===== config.mk =====
export PLATFORM = sky130hd
export DESIGN_NAME = mul_addshift_ms
export DESIGN_NICKNAME = d
export VERILOG_FILES = /design/src/rtl/mul_addshift_ms_pkg.sv /design/src/rtl/mul_pp_gen.sv /design/src/rtl/mul_addshift_ms.sv
export SDC_FILE = /design/constraint.sdc
export NUM_CORES = 1
export LEC_CHECK = 0
export ABC_AREA = 1
export CAP_MARGIN = 5
export CORE_MARGIN = 4
export CORE_UTILIZATION = 59
export DETAILED_ROUTE_END_ITERATION = 7
export PLACE_DENSITY = 0.8
export SLEW_MARGIN = 10
export SYNTH_ARGS = -nofsm -noshare
export SYNTH_HDL_FRONTEND = slang
export SYNTH_SLANG_ARGS = --single-unit

===== constraint.sdc =====
create_clock -name clk -period 5.03 [get_ports clk]
set_input_delay 1.509 -clock clk [delete_from_list [all_inputs] [get_ports clk]]
set_output_delay 1.509 -clock clk [all_outputs]
set_load 0.005 [all_outputs]

===== src/rtl/mul_addshift_ms_pkg.sv =====
// Shared definitions for the add-shift multiplier: state encodings and
// parameter helpers (step count, counter width, STEP_W legality).
package mul_addshift_ms_pkg;

    localparam logic [1:0] ST_IDLE_ENC = 2'd0;
    localparam logic [1:0] ST_RUN_ENC  = 2'd1;
    localparam logic [1:0] ST_DONE_ENC = 2'd2;

    typedef enum logic [1:0] {
        ST_IDLE = ST_IDLE_ENC,
        ST_RUN  = ST_RUN_ENC,
        ST_DONE = ST_DONE_ENC
    } state_e;

    function automatic int n_steps(input int data_w, input int step_w);
        return data_w / step_w;
    endfunction

    // A single-step build still needs a one-bit counter.
    function automatic int cnt_width(input int n);
        return (n <= 1) ? 1 : $clog2(n);
    endfunction

    function automatic bit step_w_legal(input int data_w, input int step_w);
        return (data_w >= 2) &&
               (step_w == 1 || step_w == 2 || step_w == 4) &&
               (data_w % step_w == 0);
    endfunction

endpackage


===== src/rtl/mul_pp_gen.sv =====
// Combinational partial-product generator: a_r times one STEP_W-bit chunk of
// the multiplier, with the chunk MSB weighted negatively on a signed last step.
module mul_pp_gen #(
    parameter int DATA_W = 32,
    parameter int STEP_W = 1
) (
    input  logic [2*DATA_W-1:0] a_r,
    input  logic [STEP_W-1:0]   chunk,
    input  logic                neg_msb,
    output logic [2*DATA_W-1:0] pp
);

    always_comb begin
        pp = '0;
        for (int i = 0; i < STEP_W; i++) begin
            if (chunk[i]) begin
                if (i == STEP_W - 1 && neg_msb) pp = pp - (a_r << i);
                else                            pp = pp + (a_r << i);
            end
        end
    end

endmodule


===== src/rtl/mul_addshift_ms.sv =====
// Iterative add-shift multiplier retiring STEP_W multiplier bits per cycle.
// Define MUL_ADDSHIFT_MS_EARLY_EXIT_EN to finish as soon as the remaining multiplier bits are zero.
module mul_addshift_ms
    import mul_addshift_ms_pkg::*;
#(
    parameter int DATA_W = 32,
    parameter int STEP_W = 1
) (
    input  logic                clk,
    input  logic                rst,
    input  logic                en,
    output logic                ready,
    input  logic                sign_a,
    input  logic                sign_b,
    input  logic [DATA_W-1:0]   op_a,
    input  logic [DATA_W-1:0]   op_b,
    output logic                done,
    output logic [2*DATA_W-1:0] product
);

    localparam int N_STEPS = n_steps(DATA_W, STEP_W);
    localparam int CNT_W   = cnt_width(N_STEPS);
    localparam logic [CNT_W-1:0] LAST = CNT_W'(N_STEPS - 1);

    if (!step_w_legal(DATA_W, STEP_W)) begin : g_bad_params
        $error("mul_addshift_ms: illegal DATA_W/STEP_W combination");
    end

    state_e              state_q, state_d;
    logic [2*DATA_W-1:0] acc_q, acc_d;
    logic [2*DATA_W-1:0] a_q, a_d;
    logic [DATA_W-1:0]   b_q, b_d;
    logic                sb_q, sb_d;
    logic [CNT_W-1:0]    cnt_q, cnt_d;
    logic [2*DATA_W-1:0] product_q, product_d;
    logic                done_q, done_d;
    logic [2*DATA_W-1:0] pp;
    logic                neg_msb;

    // Only the final chunk of a signed multiplier carries negative weight.
    assign neg_msb = sb_q && (cnt_q == LAST);

    mul_pp_gen #(.DATA_W(DATA_W), .STEP_W(STEP_W)) u_pp_gen (
        .a_r     (a_q),
        .chunk   (b_q[STEP_W-1:0]),
        .neg_msb (neg_msb),
        .pp      (pp)
    );

    always_comb begin
        state_d   = state_q;
        acc_d     = acc_q;
        a_d       = a_q;
        b_d       = b_q;
        sb_d      = sb_q;
        cnt_d     = cnt_q;
        product_d = product_q;
        done_d    = 1'b0;
        case (state_q)
            ST_IDLE: begin
                if (en) begin
                    a_d     = sign_a ? {{DATA_W{op_a[DATA_W-1]}}, op_a}
                                     : {{DATA_W{1'b0}}, op_a};
                    b_d     = op_b;
                    sb_d    = sign_b;
                    acc_d   = '0;
                    cnt_d   = '0;
                    state_d = ST_RUN;
                end
            end
            ST_RUN: begin
                acc_d = acc_q + (pp << (cnt_q * STEP_W));
                b_d   = b_q >> STEP_W;
                cnt_d = cnt_q + 1'b1;
`ifdef MUL_ADDSHIFT_MS_EARLY_EXIT_EN
                if (cnt_q == LAST || b_d == '0) state_d = ST_DONE;
`else
                if (cnt_q == LAST) state_d = ST_DONE;
`endif
            end
            ST_DONE: begin
                product_d = acc_q;
                done_d    = 1'b1;
                state_d   = ST_IDLE;
            end
            default: state_d = ST_IDLE;
        endcase
    end

    always_ff @(posedge clk) begin
        if (rst) begin
            state_q   <= ST_IDLE;
            acc_q     <= '0;
            a_q       <= '0;
            b_q       <= '0;
            sb_q      <= 1'b0;
            cnt_q     <= '0;
            product_q <= '0;
            done_q    <= 1'b0;
        end else begin
            state_q   <= state_d;
            acc_q     <= acc_d;
            a_q       <= a_d;
            b_q       <= b_d;
            sb_q      <= sb_d;
            cnt_q     <= cnt_d;
            product_q <= product_d;
            done_q    <= done_d;
        end
    end

    assign ready   = (state_q == ST_IDLE);
    assign done    = done_q;
    assign product = product_q;

endmodule


======== Word-level counts from Yosys, hierarchy flattened ========
Index checks and enable logic that the tools add are counted.
operators by class
  reductions and logical operators ........ 6
  eq/ne operators ......................... 5
  shifts and indexed selects .............. 1
  add/subtract/negate cells ............... 3
  multiplexer cells ....................... 13
operator list
  operator                 count
  $mux W64                 4
  $pmux W64 S2             1
  $add A64 B64 Y64         1
  $pmux W32 S2             1
  $shl A64 B5 Y64          1
  $sub A1 B64 Y64 const A  1
  $mux W32                 1
  $pmux W5 S2              1
  $reduce_and A2 Y1        3
  $add A5 B1 Y5 const B    1
  $eq A5 B5 Y1 const B     1
  $mux W5                  1
  $mux W2                  2
  $ne A2 B2 Y1 const B     2
  $pmux W2 S2              1
  $eq A2 B1 Y1 const B     1
  $eq A2 B2 Y1 const B     1
  $logic_not A2 Y1         1
  $reduce_bool A2 Y1       1
  $logic_and A1 B1 Y1      1
  $mux W1                  1
word-level totals
  output and inout port bits .............. 66
  bits of input ports ..................... 69
  logic and storage cells ................. 36
  register bits ........................... 233

======== Depth between registers and ports, before layout ========
  depth in word-level cells ............... 7
  depth in mapped cells ................... 38
  gate-level depth less buffers ........... 36

======== Cells and area by module ========
From an unflattened synthesis, not the netlist that was laid out.
second synthesis, totals
  cell total of the unflattened synthesis .. 3321
  area total of the unflattened synthesis .. 18378.9 µm²
by module, submodules not included
  module           times used  sequential area each (µm²)  area an instance (µm²)  cells each
  mul_addshift_ms  1           4043.9                      15940.3                 2747
  mul_pp_gen       1           0.0                         2438.6                  574

======== Least setup slack after synthesis ========
OpenSTA, ideal clock, no wires.
  path type ............................... register -> register
  from .................................... register cnt_q[3]
  to ...................................... register acc_q[60]
  setup time .............................. 132 ps
  path buffers ............................ 4
  slack ................................... 679 ps
  data arrival time ....................... 4219 ps
  required time ........................... 4898 ps
  cell stages (with the launch flop) ...... 34
  clock period less this slack ............ 4351 ps
  path through ............................ dfxtp_1 buf_2 inv_1 clkbuf_1 buf_1 nor3_1 ha_1 nand2_2 inv_2 buf_4 o21ai_1 a21oi_1 o21ai_1 mux2i_1 nand2_1 o21ai_0 o21ai_0 inv_1 o21ai_0 o21ai_0 ha_1 nand2_1 nor2_1 inv_1 nor4_1 nand3_1 nand3_1 nand2_1 o211ai_2 nand2_1 nand2_1 nand2_1 nand3_1 a21oi_1
on the way
  cells in the longest elaborated chain, start to end .. 7
ends and longest elaborated chain
  what                      RTL line                text
  start: declaration        mul_addshift_ms.sv:34   logic [CNT_W-1:0] cnt_q, cnt_d;
  start signal: assignment  mul_addshift_ms.sv:106  cnt_q <= cnt_d;
  $eq A5 B5 Y1              mul_addshift_ms.sv:41   assign neg_msb = sb_q && (cnt_q == LAST);
  $logic_and A1 B1 Y1       mul_addshift_ms.sv:41
  $mux W64                  mul_pp_gen.sv:17        if (i == STEP_W - 1 && neg_msb) pp = pp - (a_r << i);
  $mux W64                  mul_pp_gen.sv:16        if (chunk[i]) begin
  $shl A64 B5 Y64 (*)       mul_addshift_ms.sv:72   acc_d = acc_q + (pp << (cnt_q * STEP_W));
  $add A64 B64 Y64 (*)      mul_addshift_ms.sv:72
  $pmux W64 S2 (*)          mul_addshift_ms.sv:59   case (state_q)
  end signal: assignment    mul_addshift_ms.sv:93   acc_q <= '0;
  end signal: assignment    mul_addshift_ms.sv:102  acc_q <= acc_d;
  end: declaration          mul_addshift_ms.sv:30   logic [2*DATA_W-1:0] acc_q, acc_d;
Every way passes the cells marked *; elsewhere a longest branch is shown, timed or not.
A chain may end at the register's enable or synchronous reset.

======== Worst setup path after layout ========
  from .................................... register cnt_q[0]
  to ...................................... register acc_q[55]
The elaborated chain is that of the path after synthesis.

==> impl_metrics.csv <==
group,metric,value,unit
detailed_routing,wirelength,49900,microns
floorplanning,ioPinCount,135,
layout,fin_nets,2623,
floorplanning,fp.coreArea,24500,sq um
setup_path,cpPeakStageDelay,330,ps
synth,synth.top_cell.area_share,27.3,%
detailed_routing,ant_nets,0,
timing,hold_violations,0,
clock_tree,clkSinkCount,202,
detailed_routing,wire_per_inst,17.7,microns
layout,num_antenna_cells,0,
power,p_total,4.29,mW
placement,io_buffer_count,134,
outcome,outcome,"completed",
min_path,min-delay-path-class,"reg2reg",
power,power_density,242,nW/um^2
timing,fin_crit_sh,96.5,%
global_routing,grtUsageTotal,33.9,%
timing,max_slew_margin,23.6,%
run,drv_cap,0,
placement,routabilityCongestion,1.10,
synth,yosysWarnings,0,
global_routing,antenna_found_initial,0,
setup_path,cp_common_cell,"a21oi_1",
placement,hpwl,37400,microns
layout,areaGrowthSynthToFinish,19.5,%
clock_tree,cts_buffers,24,
global_routing,grt_pass1_wl,79000,microns
synth,synth_area,14800,sq um
detailed_routing,dr.first_iter.drc_count,1888,
layout,final_core_util,72.3,%
synth,syn_nets,2545,
clock_tree,tritoncts,"built",
placement,placed_cells,2767,
timing,worst-slew-pin-transition,1150,ps
detailed_routing,dr_total_vias,16800,
timing,finalMaxSlewViolations,0,
detailed_routing,route.detailed.drc,0,
timing,period_minus_slack,4850,ps
clock_tree,worstSkewPairLatency,540,ps
timing,setup_viol,0,
synth,ys_top_cells_by_area,"dfxtp_1 27%, nand2_1 13%, a21oi_1 8.8%",
layout,fin_cells,2812,
floorplanning,initial_core_util,60.5,%
min_path,hold_depth,2,
synth,ys_seq_area_share,27.3,%
timing,fmax,206,MHz
clock_tree,clk_pin_slew_worst_paths,60,ps
timing,timing.hold.ws,450,ps
floorplanning,die_h,166,microns
layout,design_area,17700,sq um
clock_tree,cts_buffer_depth,3,
timing,clock-skew-final,14.8,ps
synth,synth_top_area_cell,"dfxtp_1",
timing,fin_ws,176,ps
floorplanning,die_w,166,microns
layout,nFillCells,2105,
setup_path,slowest_stage,"ha_1",
floorplanning,num_rows,57,
detailed_routing,firstDrtPassIters,7,
floorplanning,die_area,27700,sq um
layout,layout-drive-gt1-share,10.6,%
synth,synth.ff_latch_count,202,
setup_path,worstPathArrival,5220,ps
power,p_leak,7.70,nW
timing,grt_setup_unrepaired,"true",
detailed_routing,via_per_inst,5.96,
clock_tree,cts_root_buf,"clkbuf_16",
synth,synthFlopType,"dfxtp_1",
synth,synth_edf_count,0,
global_routing,grt_overflow,0,
setup_path,path_class,"reg2reg",
synth,avgSynthCellArea,6.18,sq um
power,vdd_drop_max,0.261,mV
setup_path,crit_fanout,24,
setup_path,start_kind,"flip-flop",
placement,pre_cts_ws,105,ps
setup_path,endpoint_kind,"flip-flop",
synth,async_flop_share,0,%
setup_path,rr_worst_depth,29,
timing,setup_tns,0,ps
clock_tree,htreeDepth,1,
placement,placed_cell_area,16300,sq um
synth,synthCells,2394,
synth,netlist-cell-type-count,53,
global_routing,grt_pass1_vias,15500,
global_routing,grt_max_degree,95,
setup_path,required,5400,ps
==> worst paths after layout <==
| check | startpoint | to | slack (ps) |
|---|---|---|---|
| setup reg to reg | cnt_q[0] | acc_q[55] | 180 |
| setup / recovery | cnt_q[0] | acc_q[55] | 180 |
| hold / removal | b_q[15] | b_q[15] | 450 |
| hold reg to reg | b_q[15] | b_q[15] | 450 |
==> critical path: cells and delay by family (launching register included) <==
| family | cells | cell delay, ps |
|---|---|---|
| and+or+nand+nor | 11 | 1400 |
| AOI/OAI and AO/OA | 9 | 1290 |
| adders and majority gates | 3 | 710 |
| buffers and inverters | 4 | 550 |
| muxes | 2 | 400 |
| DFF | 1 | 310 |
==> where the power goes <==
part | leakage (nW) | internal [mW] | switching (mW)
clock network | 0.386 | 1.08 | 0.709
registers | 1.64 | 1.66 | 0.0534
logic | 5.67 | 0.268 | 0.514
==> state kept, by name, summed over array words and instances, names as in the netlist <==
signal and count:
sb_q 1, a_q 33, done 1, cnt_q 5, product 64, state_q 2, b_q 32, acc_q 64
==> timing repair <==
action / 4_1_cts / 5_1_grt
buffers inserted: 0 / 3
gates resized for setup: 1 / 165
endpoints found under the hold margin: 0 / 0
endpoints found under the setup margin: 1 / 42
hold buffers: 0 / 0
pin swaps: 0 / 17
==> cell usage after synthesis (all sizes together), types with 2 or more instances <==
cell / instances
o21bai: 6
clkbuf: 72
nor4: 7
inv: 223
dfxtp: 202
nand4: 9
a211oi: 2
nor2: 317
o31ai: 4
ha: 81
o221ai: 31
buf: 43
o211ai: 15
o21a: 9
o21ai: 303
a21o: 10
a21oi: 265
nand2: 532
mux2i: 9
nor3: 21
nand3b: 5
or2: 24
a31oi: 21
nand3: 173
==> metal layers <==
layer	vias up	share of wire, %	GRT usage [%]	wire length, microns
li1	8200	-	-	-
met1	7636	43	45.7	21300
met2	795	44	54.8	22200
met3	130	8.9	6.38	4430
met4	0	4.0	11.1	1980
met5	-	0	0	0
==> area by class of cell <==
class	count	area (sq um)	area share, %
Sequential cell	202	4040	22.9
Multi-Input combinational cell	1853	9970	56.4
Timing Repair Buffer	167	1600	9.05
Clock inverter	9	140	0.793
Tap cell	324	405	2.29
Inverter	224	847	4.79
Clock buffer	33	664	3.76
==> cell usage in the layout (no fill, tap or decap), types with 26 or more instances in the layout <==
cell	instances
a21oi_1	237
a21oi_2	27
buf_4	31
clkdlybuf4s50_1	133
dfxtp_1	202
ha_1	71
inv_1	208
nand2_1	507
nand3_1	156
nor2_1	277
nor2_2	26
o21ai_0	210
o21ai_1	75
o221ai_1	31
==> cells by family after synthesis <==
logic type	after synthesis	share of synthesized area, %
adders and majority gates	82	6.99
DFF	202	27.3
and+or+nand+nor	1091	31.2
muxes	9	0.609
xor gates and xnor gates	1	0.0592
AOI/OAI and AO/OA	670	24.9
buffers and inverters	339	8.87
No activity file was read; power rests on OpenSTA's default activity.
